==> src/rtl/sprite_rom.sv <==
// sprite_rom: draws one multi-colour sprite of SPR_WIDTH x SPR_HEIGHT from a synchronous
// bitmap memory with power-of-two scaling. Define SPRITE_FLIP_EN to add hflip/vflip inputs.
module sprite_rom #(
    parameter int CORDW      = 16,
    parameter int H_RES      = 640,
    parameter int SX_OFFS    = 3,
    parameter int SPR_WIDTH  = 8,
    parameter int SPR_HEIGHT = 8,
    parameter int COLRW      = 4,
    parameter int SPR_SCALE  = 0,
    parameter int ADDRW      = $clog2(SPR_WIDTH*SPR_HEIGHT)
) (
    input  logic                    clk,
    input  logic                    rst_n,
    input  logic                    line,
    input  logic signed [CORDW-1:0] sx,
    input  logic signed [CORDW-1:0] sy,
    input  logic signed [CORDW-1:0] sprx,
    input  logic signed [CORDW-1:0] spry,
    input  logic [COLRW-1:0]        data_in,
`ifdef SPRITE_FLIP_EN
    input  logic                    hflip,
    input  logic                    vflip,
`endif
    output logic [ADDRW-1:0]        pos,
    output logic [COLRW-1:0]        pix,
    output logic                    drawing
);

    localparam int CW = CORDW + 1;
    localparam int XW = $clog2(SPR_WIDTH);
    localparam int YW = (SPR_HEIGHT > 1) ? $clog2(SPR_HEIGHT) : 1;
    localparam int SW = (SPR_SCALE > 0) ? SPR_SCALE : 1;

    localparam logic [SW-1:0]        CNT_MAX  = SW'((1 << SPR_SCALE) - 1);
    localparam logic [XW-1:0]        X_LAST   = XW'(SPR_WIDTH - 1);
    localparam logic signed [CW-1:0] OFFS     = CW'(SX_OFFS);
    localparam logic signed [CW-1:0] H_RES_S  = CW'(H_RES);
    localparam logic signed [CW-1:0] H_END    = CW'(H_RES - SX_OFFS);
    localparam logic signed [CW-1:0] SPR_W_PX = CW'(SPR_WIDTH << SPR_SCALE);
    localparam logic signed [CW-1:0] SPR_H_PX = CW'(SPR_HEIGHT << SPR_SCALE);

    typedef enum logic [2:0] {
        IDLE,
        REG_POS,
        ACTIVE,
        WAIT_POS,
        SPR_LINE,
        WAIT_DATA
    } state_t;

    state_t                  state_q, state_d;
    logic signed [CORDW-1:0] sprx_q, sprx_d;
    logic signed [CORDW-1:0] spry_q, spry_d;
    logic [XW-1:0]           bmap_x_q, bmap_x_d;
    logic [YW-1:0]           bmap_y_q, bmap_y_d;
    logic [SW-1:0]           cnt_x_q, cnt_x_d;
    logic [ADDRW-1:0]        pos_q, pos_d;
    logic                    vld_p0;
    logic                    vld_p1_q, vld_p1_d;
    logic                    drawing_q, drawing_d;
    logic [COLRW-1:0]        pix_q, pix_d;

    logic signed [CW-1:0]    sx_w, sy_w, sprx_w, spry_w;
    logic signed [CW-1:0]    dy, x_start, skip;

    function automatic logic [ADDRW-1:0] bmap_addr(
        input logic [YW-1:0] y,
        input logic [XW-1:0] x,
        input logic          hf,
        input logic          vf
    );
        logic [ADDRW-1:0] col;
        logic [ADDRW-1:0] row;
        col = ADDRW'(x);
        row = ADDRW'(y);
        if (hf) col = ADDRW'(SPR_WIDTH - 1) - col;
        if (vf) row = ADDRW'(SPR_HEIGHT - 1) - row;
        return ADDRW'(row * ADDRW'(SPR_WIDTH)) + col;
    endfunction

`ifdef SPRITE_FLIP_EN
    logic hflip_q, hflip_d;
    logic vflip_q, vflip_d;

    always_comb begin
        hflip_d = hflip_q;
        vflip_d = vflip_q;
        if (state_q == REG_POS) begin
            hflip_d = hflip;
            vflip_d = vflip;
        end
    end

    always_ff @(posedge clk or negedge rst_n) begin
        if (!rst_n) begin
            hflip_q <= 1'b0;
            vflip_q <= 1'b0;
        end else begin
            hflip_q <= hflip_d;
            vflip_q <= vflip_d;
        end
    end
`else
    logic hflip_q;
    logic vflip_q;
    assign hflip_q = 1'b0;
    assign vflip_q = 1'b0;
`endif

    assign sx_w   = {sx[CORDW-1], sx};
    assign sy_w   = {sy[CORDW-1], sy};
    assign sprx_w = {sprx_q[CORDW-1], sprx_q};
    assign spry_w = {spry_q[CORDW-1], spry_q};
    assign dy     = sy_w - spry_w;

    // A sprite hanging off the left edge starts at the first visible pixel, pre-advanced
    // into the bitmap by the hidden pixel count so the visible part stays aligned.
    assign x_start = sprx_w[CW-1] ? '0 : sprx_w;
    assign skip    = sprx_w[CW-1] ? -sprx_w : '0;

    always_comb begin
        state_d  = state_q;
        sprx_d   = sprx_q;
        spry_d   = spry_q;
        bmap_x_d = bmap_x_q;
        bmap_y_d = bmap_y_q;
        cnt_x_d  = cnt_x_q;
        pos_d    = pos_q;

        case (state_q)
            IDLE: ;
            REG_POS: begin
                sprx_d  = sprx;
                spry_d  = spry;
                state_d = ACTIVE;
            end
            ACTIVE: begin
                if (dy >= 0 && dy < SPR_H_PX) begin
                    bmap_y_d = YW'(dy >>> SPR_SCALE);
                    state_d  = WAIT_POS;
                end else begin
                    state_d  = IDLE;
                end
            end
            WAIT_POS: begin
                if (sprx_w >= H_RES_S || skip >= SPR_W_PX) begin
                    state_d = IDLE;
                end else if (sx_w >= x_start - OFFS) begin
                    bmap_x_d = XW'(skip >>> SPR_SCALE);
                    cnt_x_d  = SW'(skip) & CNT_MAX;
                    pos_d    = bmap_addr(bmap_y_q, bmap_x_d, hflip_q, vflip_q);
                    state_d  = SPR_LINE;
                end
            end
            SPR_LINE: begin
                if (sx_w == H_END) begin
                    state_d = WAIT_DATA;
                end else if (cnt_x_q == CNT_MAX) begin
                    if (bmap_x_q == X_LAST) begin
                        state_d = WAIT_DATA;
                    end else begin
                        cnt_x_d  = '0;
                        bmap_x_d = bmap_x_q + 1'b1;
                        pos_d    = bmap_addr(bmap_y_q, bmap_x_d, hflip_q, vflip_q);
                    end
                end else begin
                    cnt_x_d = cnt_x_q + 1'b1;
                end
            end
            WAIT_DATA: state_d = IDLE;
            default:   state_d = IDLE;
        endcase

        if (line) state_d = REG_POS;
    end

    // p0: address on pos; p1: memory data on data_in; output: registered pix/drawing
    assign vld_p0 = (state_q == SPR_LINE);

    always_comb begin
        vld_p1_d  = vld_p0 && !line;
        drawing_d = vld_p1_q && !line;
        pix_d     = (vld_p1_q && !line) ? data_in : '0;
    end

    always_ff @(posedge clk or negedge rst_n) begin
        if (!rst_n) begin
            state_q   <= IDLE;
            sprx_q    <= '0;
            spry_q    <= '0;
            bmap_x_q  <= '0;
            bmap_y_q  <= '0;
            cnt_x_q   <= '0;
            pos_q     <= '0;
            vld_p1_q  <= 1'b0;
            drawing_q <= 1'b0;
            pix_q     <= '0;
        end else begin
            state_q   <= state_d;
            sprx_q    <= sprx_d;
            spry_q    <= spry_d;
            bmap_x_q  <= bmap_x_d;
            bmap_y_q  <= bmap_y_d;
            cnt_x_q   <= cnt_x_d;
            pos_q     <= pos_d;
            vld_p1_q  <= vld_p1_d;
            drawing_q <= drawing_d;
            pix_q     <= pix_d;
        end
    end

    assign pos     = pos_q;
    assign pix     = pix_q;
    assign drawing = drawing_q;

endmodule

==> config.mk <==
export PLATFORM = sky130hd
export DESIGN_NAME = sprite_rom
export DESIGN_NICKNAME = d
export VERILOG_FILES = /design/src/rtl/sprite_rom.sv
export SDC_FILE = /design/constraint.sdc
export NUM_CORES = 1
export LEC_CHECK = 0
export BUFFER_PORTS_ARGS = -buffer_cell sky130_fd_sc_hd__clkbuf_2
export CAP_MARGIN = 20
export CORE_MARGIN = 2
export CORE_UTILIZATION = 56
export DETAILED_ROUTE_END_ITERATION = 12
export GPL_TIMING_DRIVEN = 0
export PLACE_DENSITY = 0.81
export RECOVER_POWER = 50
export SLEW_MARGIN = 15
export SYNTH_ARGS = -nofsm -noshare
export SYNTH_HDL_FRONTEND = slang
export SYNTH_SLANG_ARGS = --single-unit
==> constraint.sdc <==
create_clock -name clk -period 4.25 [get_ports clk]
set_clock_uncertainty 0.05 [all_clocks]
set_input_delay 0.2125 -clock clk [delete_from_list [all_inputs] [get_ports clk]]
set_output_delay 0.2125 -clock clk [all_outputs]
set_load 0.01 [all_outputs]
Word-level counts from Yosys, hierarchy flattened
Index checks and enable logic that the tools add are counted.
- muxes and demuxes: 42
- equality and inequality tests: 15
- add/subtract/negate cells: 7
- $lt $le $gt $ge: 5
- reduce and logical (&&, ||, !) cells: 11
- operators with widths (kind ; number):
    $mux W6 ; 12
    $mux W3 ; 18
    $ge A17 B1 Y1 const B ; 1
    $ge A17 B5 Y1 const B ; 1
    $lt A17 B5 Y1 const B ; 1
    $mux W17 ; 1
    $neg A17 Y17 ; 1
    $sub A16 B16 Y17 ; 1
    $eq A16 B11 Y1 const B ; 1
    $ge A16 B11 Y1 const B ; 1
    $ge A16 B16 Y1 ; 1
    $sub A15 B2 Y16 const B ; 1
    $mux W15 ; 1
    $pmux W3 S5 ; 1
    $add A6 B6 Y6 ; 2
    $ne A2 B2 Y1 const B ; 6
    $pmux W6 S2 ; 1
    $reduce_and A4 Y1 ; 2
    $eq A3 B2 Y1 const B ; 2
    $eq A3 B3 Y1 const B ; 2
    $pmux W3 S2 ; 1
    $reduce_and A6 Y1 ; 1
    $mux W1 ; 4
    $mux W4 ; 1
    other kinds (14) ; 16
- bits of input ports: 71
- bits in registers: 54
- output and inout bits: 11

Depth between registers and ports, before layout
Gate-level depths: netlist of the first run.
- word-level depth: 10
- mapped depth: 15

Worst setup path before layout of the first run
No wires, ideal clock.
- kind: register to register
- start point: register sprx_q[2]
- end point: register state_q[0]
- library setup time: 139 ps
- setup slack: 466 ps
- required time: 4061 ps
- buffers on the path: 1
- clock period less this slack: 3784 ps
- cell stages (with the launch flop): 15
- data arrival time: 3596 ps
- path through: dfrtp_1 -> buf_6 -> or3_2 -> a21oi_1 -> nand3_1 -> nor3_1 -> xnor2_1 -> nor2_1 -> ha_1 -> nand4_1 -> a2111oi_0 -> or4b_2 -> nand2_1 -> nor3b_1 -> or4_1
- word-level cells in the longest chain between the ends: 7
- RTL lines (element ; RTL line ; source):
    start, declared ; 53 ; logic signed [CORDW-1:0] sprx_q, sprx_d;
    start signal, assigned ; 201 ; sprx_q <= sprx_d;
    $neg A17 Y17 ; 120 ; assign skip = sprx_w[CW-1] ? -sprx_w : '0;
    $mux W17 ; 120 ;
    $ge A17 B5 Y1 ; 147 ; if (sprx_w >= H_RES_S || skip >= SPR_W_PX) begin
    $logic_or A1 B1 Y1 ; 147 ;
    $mux W3 ; 147 ;
    $pmux W3 S5 ; 131 ; case (state_q)
    $mux W3 ; 175 ; if (line) state_d = REG_POS;
    end signal, assigned ; 200 ; state_q <= state_d;
    end, declared ; 52 ; state_t state_q, state_d;
Several ways; a longest one is shown, not always the timed one.
A chain may end at the register's enable or synchronous reset.

Worst setup path after layout of the first run
- start point: register sprx_q[2]
- end point: register pos_q[4], in the netlist pos[4]
- word-level cells in the longest chain between the ends: 9
- RTL lines (element ; RTL line ; source):
    $neg A17 Y17 ; 120 ;
    $mux W17 ; 120 ;
    $mux W6 ; 149 ; end else if (sx_w >= x_start - OFFS) begin
    $mux W6 ; 147 ;
    $mux W6 ; 131 ;
    $add A6 B6 Y6 ; 79 ; return ADDRW'(row * ADDRW'(SPR_WIDTH)) + col;
    $mux W6 ; 149 ;
    $mux W6 ; 147 ;
    $pmux W6 S2 ; 131 ;
    end signal, assigned ; 206 ; pos_q <= pos_d;
    end, declared ; 58 ; logic [ADDRW-1:0] pos_q, pos_d;
Several ways; a longest one is shown, not always the timed one. The select of a mux whose other input is x is not followed.

==> parameters.txt, run 1 <==
Parameter                              Value

CTS
  CTS buffer count    5
  TritonCTS clock tree    built
  TritonCTS Sinks    50
  CTS Buffer Depth    2
  Clock Tree Root    sky130_fd_sc_hd__clkbuf_8
  Clk slew on worst S/H paths    0.09 ns
  Maximum level of the CTS H-tree    2
  Later-pin clock latency in the skew report    0.30 ns

Pwr
  Power per standard cell area    309 nW/um^2
  Static leakage power    2.10 nW
  Max rail drop VDD    0.164 mV

Layout
  Filler cells    603
  Layout area overhead    16.9%
  Share of cells above drive strength 1    23.6%
  Count of nets after finishing    650
  Final Core Density    67.9%
  Total non-filler cell area in the finished layout    4640 um^2
  Most common cell after layout, fill and taps aside    sky130_fd_sc_hd__clkbuf_2
  Diodes inserted    0
  Commonest non-fill, non-tap cells in the layout    sky130_fd_sc_hd__clkbuf_2 (70), sky130_fd_sc_hd__dfrtp_1 (50), sky130_fd_sc_hd__nand2_1 (44)

Route
  Number of routed nets with antenna violations    0
  DRT iter0 DRCs    136
  Drt total wl    9570 um
  Number of vias per cell    5.68
  Total via count after detailed routing    3625
  DRC violation count after routing    0
  Detailed-routing iteration count for the pre-antenna-repair pass    4
  WL/cell    15.0 um

Floorplan
  Number of top-level pins    82
  Chip height    88.2 um
  Placeable core region    6830 um^2
  Core Rows    30
  Initial cell density of the core    58.1%
  Area enclosed by the die boundary    7780 um^2
  Overall die width    88.2 um

Synthesis
  Synthesized Nets    560
  Async S/R FF share, synth    100%
  Post-synthesis cell type count    66
  Proportion of synthesized chip area in sequential cells    31.5%
  Mapped Avg Cell Area    8.81 um^2
  Synthesized instance count    451
  Synth warn    0
  Post-Synthesis Cell Area    3970 um^2
  Register bit count reported by yosys    50
  EDFF count, synth    0
  Post-synth top flop    sky130_fd_sc_hd__dfrtp_1

Place
  IO buf count    81
  Placed standard-cell area    4500 um^2
  DP HPWL    7450 um
  Placer's final routability congestion estimate    0.882

Global route
  Pin count of the biggest net entering global routing    51
  Total global-route track usage    25.1%
  Number of antenna violations at the first check in global routing    0
  Routing layer with the top usage in global route    met2
  Via count of the first global-routing pass    3444
  Global-route track usage on met2    44.4%
  Met1 track demand over resource    31.5%
  Global-route track usage on met3    3.45%
  Global-route wire length before repair    15500 um
  Remaining Overflow, GRT    0

STA
  Least-Margin Pin Slew    2.69 ns
  Headroom to the max-slew limit    -79.5%
  Final critical-path required period    4.08 ns
  Final-report setup violation count    0
  Number of max-slew violations in the final report    51
  RSZ-0062 raised after global routing    true
  Final hold vios    0
  Portion of the clock cycle consumed by the worst path in the final layout    96.0%
  Achievable Freq    0.245 GHz

Hold path
  Worst hold path startpoint    spry[6]
  Worst hold-check path type    input pin to register

Run status
  Status    finished, violations left
  Failing checks    capacitance limit, slew limit

Critical path
  Buffer and inverter count on the worst path    1
  Critical Path Start    sprx_q[2]
  Critical Path Max Stage Delay    0.67 ns
  Critical path required time    4.40 ns
  Cells along the critical path    buf_6, or3_2, o31a_1, or3_1, a32oi_1, ha_1, nand4_1, nor4_2, nor4_1, or4b_2, nand2_2, a21oi_4, mux2_2
  Worst path slowest cell    sky130_fd_sc_hd__or4b_2
  Setup Crit Path Kind    register to register
  Data arrival time of the worst path    4.23 ns
  Kind of end point of the critical path    register
  Largest delay share family, worst path    simple AND/OR/NAND/NOR gates
  Launch point of the worst reg-to-reg path    sprx_q[2]
  Critical path startpoint category    register
  Crit-path max FO    9

Run
  Max capacitance violation total    1
==> layout make-up <==
cell class / count / area [um^2] / area share, %
repair buffers: 83 / 409 / 8.82
clock inverters: 2 / 12.5 / 0.270
inverters: 27 / 101 / 2.18
well taps: 96 / 120 / 2.59
multi-input cells: 355 / 2530 / 54.5
flip-flops and latches: 50 / 1250 / 27.0
plain buffers: 19 / 134 / 2.88
clock buffers: 6 / 82.6 / 1.78
==> worst paths after layout <==
check,slack (ns),end,cells after the start
setup / recovery,0.17,pos[4],13
hold / removal,0.05,spry_q[6],3
setup reg to reg,0.17,pos[4],13
hold reg to reg,0.44,bmap_y_q[1],2
max in group asynchronous,1.36,spry_q[13],2
min in group asynchronous,1.28,spry_q[2],2
==> through the flow <==
| step | instances | setup TNS, ns | power [mW] | hold WS [ns] | setup slack (ns) |
|---|---|---|---|---|---|
| finish | 638 | 0 | 1.44 | 0.0549 | 0.170 |
| floorplan | 451 | 0 | 0.977 | -0.133 | 0.466 |
| global placement | 628 | 0 | 1.11 | 0.365 | 0.0728 |
| global route | 638 | -0.0398 | 1.55 | 0.0562 | -0.0137 |
| CTS | 637 | 0 | 1.43 | 0.0552 | 0.0527 |
| detailed placement | 628 | -0.0166 | 1.13 | 0.275 | -0.00854 |
==> worst min-delay path, delay by kind of cell <==
kind	cells	cell delay [ns]
simple gates	1	0.03
buf+inv	1	0.07
compound gates	1	0.05
==> synth_stat cells, types with 5 or more instances <==
cell	count	area (um^2)
sky130_fd_sc_hd__o21a_1	5	37.5
sky130_fd_sc_hd__clkbuf_8	5	68.8
sky130_fd_sc_hd__nand3_1	8	40.0
sky130_fd_sc_hd__nor3_1	17	85.1
sky130_fd_sc_hd__nor4_1	8	50.1
sky130_fd_sc_hd__nand2_1	45	169
sky130_fd_sc_hd__and2_1	6	37.5
sky130_fd_sc_hd__nand2b_1	5	31.3
sky130_fd_sc_hd__o21ai_0	37	185
sky130_fd_sc_hd__nor2b_1	11	68.8
sky130_fd_sc_hd__inv_1	27	101
sky130_fd_sc_hd__nor3b_1	5	37.5
sky130_fd_sc_hd__nand4_1	5	31.3
sky130_fd_sc_hd__clkbuf_1	11	41.3
sky130_fd_sc_hd__mux2_2	18	203
sky130_fd_sc_hd__a21oi_1	23	115
sky130_fd_sc_hd__ha_1	37	463
sky130_fd_sc_hd__nor2_1	30	113
sky130_fd_sc_hd__xor2_1	7	61.3
sky130_fd_sc_hd__xnor2_1	6	52.6
sky130_fd_sc_hd__dfrtp_1	50	1250
==> flip-flops by register name, summed over array words and instances (netlist names) <==
name and flops:
bmap_x_q 2, bmap_y_q 3, drawing 1, pix 4
pos 4, sprx_q 16, spry_q 16, state_q 3
vld_p1_q 1
==> logic make-up after synthesis <==
logic type	count (synthesis)	synth area share (%)
xor gates and xnor gates	13	2.87
DFF	50	31.5
AOI/OAI and AO/OA	114	19.3
muxes	20	5.61
and+or+nand+nor	170	22.7
adders and majority gates	38	12.2
buffers and inverters	46	5.92
==> metal layers <==
layer	part of all wire [%]	vias up
met1	44	1695
met2	50	83
met3	3.4	21
li1	-	1826
met5	0	-
met4	2.3	0
==> what timing repair did <==
item | in CTS | in global routing
endpoints found under the hold margin | 50 | 0
pin swaps | 0 | 2
resized for setup | 3 | 7
buffers inserted | 0 | 1
hold buffers | 1 | 0
endpoints found under the setup margin | 5 | 8
==> power breakdown <==
| group | switching [mW] | internal, mW |
|---|---|---|
| registers | 0.0343 | 0.521 |
| clock network | 0.164 | 0.131 |
| logic | 0.329 | 0.257 |
| total | 0.527 | 0.909 |
(Power assumes the default switching activity.)
==> run 2, diff against run 1 <==
- BUFFER_PORTS_ARGS: -buffer_cell sky130_fd_sc_hd__clkbuf_2 -> default
- CORE_UTILIZATION: 56 -> 60
- DONT_BUFFER_PORTS: default -> 1
- PLACE_DENSITY: 0.81 -> 0.76
==> parameters.txt, run 2 (same netlist as run 1, synthesis figures left out) <==
Parameter                              Value

Route
  WL/cell    16.9 um
  Detailed-routing iteration count for the pre-antenna-repair pass    4
  DRT iter0 DRCs    139
  DRC violation count after routing    0
  Total via count after detailed routing    3553
  Number of routed nets with antenna violations    0
  Drt total wl    9690 um
  Number of vias per cell    6.18

Run status
  Status    finished, violations left
  Failing checks    capacitance limit, slew limit

Place
  Placer's final routability congestion estimate    0.912
  # placed instances    528
  DP HPWL    7130 um
  IO buf count    0

STA
  Headroom to the max-slew limit    -73.6%
  RSZ-0062 raised after global routing    true
  Final hold vios    0
  Number of max-slew violations in the final report    51
  Portion of the clock cycle consumed by the worst path in the final layout    96.4%
  Post-Route Setup TNS    0 ns
  Final-report setup violation count    0
  Final critical-path required period    4.10 ns
  Least-Margin Pin Slew    2.60 ns
  Achievable Freq    0.244 GHz

Layout
  Share of cells above drive strength 1    12.0%
  Layout area overhead    16.1%
  Count of nets after finishing    606
  Diodes inserted    0
  Non-Filler Instances    575
  Commonest non-fill, non-tap cells in the layout    sky130_fd_sc_hd__dfrtp_1 (50), sky130_fd_sc_hd__nand2_1 (44), sky130_fd_sc_hd__dlygate4sd3_1 (38)
  Final Core Density    72.2%
  Largest registers    sprx_q x16, spry_q x16
  Most common cell after layout, fill and taps aside    sky130_fd_sc_hd__dfrtp_1

Run
  Max capacitance violation total    1

Critical path
  Critical Path Max Stage Delay    0.68 ns
  Cells along the critical path    buf_6, or3_2, o31a_1, or3_1, a32oi_2, ha_1, nand4_1, nor4_2, nor4_1, or4b_2, nand2_4, a21oi_4, mux2_2
  R2R Path End    pos[2]
  Setup Crit Path Kind    register to register
  Internal reg-to-reg setup slack    0.15 ns
  Worst path slowest cell    sky130_fd_sc_hd__or4b_2
  Critical Path Start    sprx_q[2]
  Kind of end point of the critical path    register
  Data arrival time of the worst path    4.24 ns
  Critical path startpoint category    register
  Critical path endpoint    pos[2]
  Critical path required time    4.39 ns
  Launch point of the worst reg-to-reg path    sprx_q[2]
  Crit-path max FO    9
  Number of cells on the worst reg-to-reg path    13

Global route
  Total global-route track usage    27.6%
  Via count of the first global-routing pass    3504
  Global-route wire length before repair    16100 um
  Pin count of the biggest net entering global routing    51
  Remaining Overflow, GRT    0
  Number of antenna violations at the first check in global routing    0

Floorplan
  Placeable core region    6390 um^2
  Chip height    85.4 um
  Overall die width    85.4 um
  Number of top-level pins    82
  Area enclosed by the die boundary    7290 um^2
  Initial cell density of the core    62.2%
  Core Rows    29

Hold path
  Worst hold-check path type    input pin to register
  Count of cells along the worst hold path    2

Pwr
  Max rail drop VDD    0.204 mV
  Power per standard cell area    308 nW/um^2
  Static leakage power    1.95 nW
  Final Total Pwr    1.42 mW

CTS
  TritonCTS Sinks    50
  Maximum level of the CTS H-tree    2
  CTS buffer count    5
  CTS Buffer Depth    2
  TritonCTS clock tree    built
  Later-pin clock latency in the skew report    0.31 ns
  Clk slew on worst S/H paths    0.10 ns
  Clock Tree Root    sky130_fd_sc_hd__clkbuf_8
run 2: cell types whose count changed in the layout (fill, tap and decap cells not counted), moves of 3 or more:
cell                            before  now
sky130_fd_sc_hd__clkbuf_2           70    0
sky130_fd_sc_hd__dlygate4sd3_1       1   38
sky130_fd_sc_hd__clkbuf_1           22   11
sky130_fd_sc_hd__and2_0              4    1
sky130_fd_sc_hd__and2_1              3    6
run 2: layout make-up:
| cell class | count | area [um^2] |
|---|---|---|
| multi-input combinational | 355 | 2550 |
| fill | 488 | 1780 |
| sequential | 50 | 1250 |
| timing repair buffer | 40 | 392 |
| buffer | 18 | 130 |
| inverter | 27 | 101 |
| tap | 77 | 96.3 |
| clock buffer | 5 | 68.8 |
| clock inverter | 3 | 23.8 |
run 2: how the worst min path moves through the flow:
stage | start | to | slack [ns]
after global placement | rst_n | spry_q[2] | -0.13
after floorplan | rst_n | bmap_x_q[0] | -0.13
final | line | state_q[1] | 0.05
after CTS | line | state_q[1] | 0.05
after global routing | line | state_q[1] | 0.06
after detailed placement | rst_n | spry_q[2] | -0.13
run 2: report_power, final:
group	internal (mW)	leakage, nW	total [mW]	switching, mW
combinational	0.256	1.27	0.570	0.313
sequential	0.521	0.632	0.561	0.0403
clock	0.118	0.0408	0.290	0.172
run 2: what timing repair did:
action | CTS | global route
pin swaps | 0 | 1
gates resized for setup | 4 | 9
endpoints found under the hold margin | 91 | 0
buffers inserted | 0 | 1
hold buffers | 39 | 0
endpoints found under the setup margin | 5 | 8
run 2: worst max-delay path: cells and delay by family (launching register included):
kind / cells / cell delay [ns]
simple gates: 7 / 2.19
compound gates: 3 / 0.65
flops: 1 / 0.39
mux: 1 / 0.29
fa+ha+maj: 1 / 0.26
buf+inv: 1 / 0.14
run 2: routing by layer:
layer	global-route usage (%)	vias to the layer above	share of wire, %	wire length (um)
li1	-	1739	-	-
met1	32.9	1708	41	4000
met2	50.8	96	52	5070
met3	4.77	10	5.0	483
met4	8.08	0	1.3	129
met5	0	-	0	0
run 2: metrics by stage:
stage | area, um^2 | hold WS, ns | setup slack, ns
2_1_floorplan | 3970 | -0.133 | 0.466
3_3_place_gp | 4070 | -0.132 | 0.0739
3_5_place_dp | 4070 | -0.132 | -0.0444
4_1_cts | 4580 | 0.0543 | 0.0414
5_1_grt | 4610 | 0.0583 | -0.0173
6_report | 4610 | 0.0464 | 0.151
==> run 3, diff against run 2 <==
- GPL_TIMING_DRIVEN: 0 -> 1
- REMOVE_ABC_BUFFERS: default -> 1
==> parameters.txt, run 3 (same netlist as run 1, synthesis figures left out) <==
Parameter                              Value

Run status
  Status    finished, violations left
  Failing checks    capacitance limit, slew limit

Critical path
  Number of cells on the worst reg-to-reg path    12
  Internal reg-to-reg setup slack    0.22 ns
  Critical path endpoint    bmap_x_q[1]
  Critical path required time    4.40 ns
  R2R Path End    bmap_x_q[1]
  Critical Path Start    sprx_q[2]
  Kind of end point of the critical path    register
  Launch point of the worst reg-to-reg path    sprx_q[2]
  Critical path startpoint category    register
  Data arrival time of the worst path    4.18 ns
  Setup Crit Path Kind    register to register
  Crit-path max FO    9

Layout
  Share of cells above drive strength 1    11.2%
  Count of nets after finishing    589
  Largest registers    sprx_q x16, spry_q x16
  Combined flip-flop and latch cell area    1250 um^2
  Commonest non-fill, non-tap cells in the layout    sky130_fd_sc_hd__dfrtp_1 (50), sky130_fd_sc_hd__nand2_1 (44), sky130_fd_sc_hd__o21ai_0 (37), sky130_fd_sc_hd__ha_1 (37), sky130_fd_sc_hd__dlygate4sd3_1 (31)
  Filler cells    512
  Layout area overhead    11.3%
  Diodes inserted    0
  Multi-input logic area    2500 um^2
  Most common cell after layout, fill and taps aside    sky130_fd_sc_hd__dfrtp_1

Route
  Total via count after detailed routing    3438
  Number of vias per cell    6.16
  Drt total wl    9070 um
  Number of routed nets with antenna violations    0
  WL/cell    16.3 um
  DRC violation count after routing    0
  DRT iter0 DRCs    184
  Detailed-routing iteration count for the pre-antenna-repair pass    5

Floorplan
  Overall die width    85.4 um
  Area enclosed by the die boundary    7290 um^2
  Placeable core region    6390 um^2
  Chip height    85.4 um
  Initial cell density of the core    62.2%
  Number of top-level pins    82
  Core Rows    29

CTS
  Maximum level of the CTS H-tree    2
  Clock Tree Root    sky130_fd_sc_hd__clkbuf_8
  Later-pin clock latency in the skew report    0.30 ns
  CTS buffer count    5
  TritonCTS Sinks    50
  CTS Buffer Depth    2
  TritonCTS clock tree    built
  Clk slew on worst S/H paths    0.10 ns

STA
  Final hold vios    0
  Achievable Freq    0.248 GHz
  RSZ-0062 raised after global routing    false
  Least-Margin Pin Slew    2.65 ns
  Final critical-path required period    4.03 ns
  Number of max-slew violations in the final report    51
  Headroom to the max-slew limit    -76.6%
  Final-report setup violation count    0
  Post-Route Setup TNS    0 ns
  Portion of the clock cycle consumed by the worst path in the final layout    94.8%

Pwr
  Power spent charging and discharging nets    0.505 mW
  Static leakage power    1.90 nW
  Share of power burned in the clock network    20.1%
  Power per standard cell area    312 nW/um^2
  Switching power share of the total    36.6%
  Max rail drop VDD    0.202 mV
  Share of power burned in registers    41.8%
  Power Internal    0.876 mW
  Combinational group share of total power    38.2%
  Final Total Pwr    1.38 mW

Run
  Max capacitance violation total    1

Hold path
  Worst hold path startpoint    sprx[7]
  Count of cells along the worst hold path    1
  Worst hold-check path type    input pin to register

Global route
  Total global-route track usage    25.4%
  Number of antenna violations at the first check in global routing    0
  Pin count of the biggest net entering global routing    51
  Routing layer with the top usage in global route    met2
  Met1 track demand over resource    32.5%
  Global-route track usage on met3    3.70%
  Global-route wire length before repair    15000 um
  Remaining Overflow, GRT    0
  Via count of the first global-routing pass    3340
  Global-route track usage on met2    45.0%

Place
  DP HPWL    6610 um
  IO buf count    0
  Placer's final routability congestion estimate    0.919
-- run 3: cell types whose count changed in the layout (fill, tap and decap cells not counted), sizes merged --
cell,before,now
clkinv,0,2
clkbuf,21,6
dlygate4sd3,38,31
buf,4,9
clkinvlp,2,1
inv,28,27
-- run 3: power groups by stage --
| stage | clock network, mW | registers [mW] | logic (mW) |
|---|---|---|---|
| after CTS | 0.288 | 0.575 | 0.521 |
| final | 0.277 | 0.577 | 0.527 |
| after floorplan | 0 | 0.577 | 0.375 |
| after global placement | 0 | 0.582 | 0.468 |
| after global routing | 0.305 | 0.583 | 0.598 |
| after detailed placement | 0 | 0.585 | 0.483 |
-- run 3: per-stage QoR --
step	hold WS, ns	setup slack, ns	std cells	cell area, um^2	util [%]
floorplan	-0.133	0.415	432	3840	-
global placement	-0.132	0.293	518	4010	62.7
detailed placement	-0.132	0.150	518	4010	62.7
CTS	0.0000827	0.133	556	4410	69.1
global route	0.000924	0.00407	558	4420	69.2
finish	0.00662	0.219	558	4420	69.2
-- run 3: layout make-up --
type,instances,share of cell area [%]
multi-input cells,355,56.6
flip-flops and latches,50,28.3
repair buffers,41,8.63
inverters,27,2.29
well taps,77,2.18
clock buffers,5,1.56
clock inverters,3,0.481
-- run 3: metal layers --
layer  up-vias  share of wire (%)  wire length [um]
met4         0                1.4               123
met5         -                  0                 0
met2        83                 52              4690
met1      1645                 42              3830
met3        10                4.7               422
li1       1700                  -                 -
-- run 3: worst min-delay path by stage --
| stage | end | slack [ns] |
|---|---|---|
| 4_1_cts | sprx_q[3] | 0.00008 |
| 5_1_grt | spry_q[0] | 0.0009 |
| 3_3_place_gp | spry_q[2] | -0.13 |
| 6_report | sprx_q[7] | 0.007 |
| 3_5_place_dp | spry_q[2] | -0.13 |
| 2_1_floorplan | bmap_x_q[0] | -0.13 |
-- run 3: what timing repair did --
action / in CTS / in global routing
gates resized for setup: 0 / 4
endpoints found under the hold margin: 82 / 2
endpoints found under the setup margin: 0 / 8
buffers inserted: 0 / 0
hold buffers: 30 / 2
-- run 3: critical path: stages, from the launching register on --
cell                      delay, ns
sky130_fd_sc_hd__dfrtp_1       0.48
sky130_fd_sc_hd__or3_2         0.56
sky130_fd_sc_hd__o31a_1        0.34
sky130_fd_sc_hd__or3_1         0.36
sky130_fd_sc_hd__a32oi_1       0.22
sky130_fd_sc_hd__ha_1          0.26
sky130_fd_sc_hd__nand4_1       0.15
sky130_fd_sc_hd__nor4_1        0.10
sky130_fd_sc_hd__nor4_1        0.25
sky130_fd_sc_hd__or4b_2        0.65
sky130_fd_sc_hd__nand2_2       0.15
sky130_fd_sc_hd__a21oi_2       0.08
sky130_fd_sc_hd__mux2_2        0.29
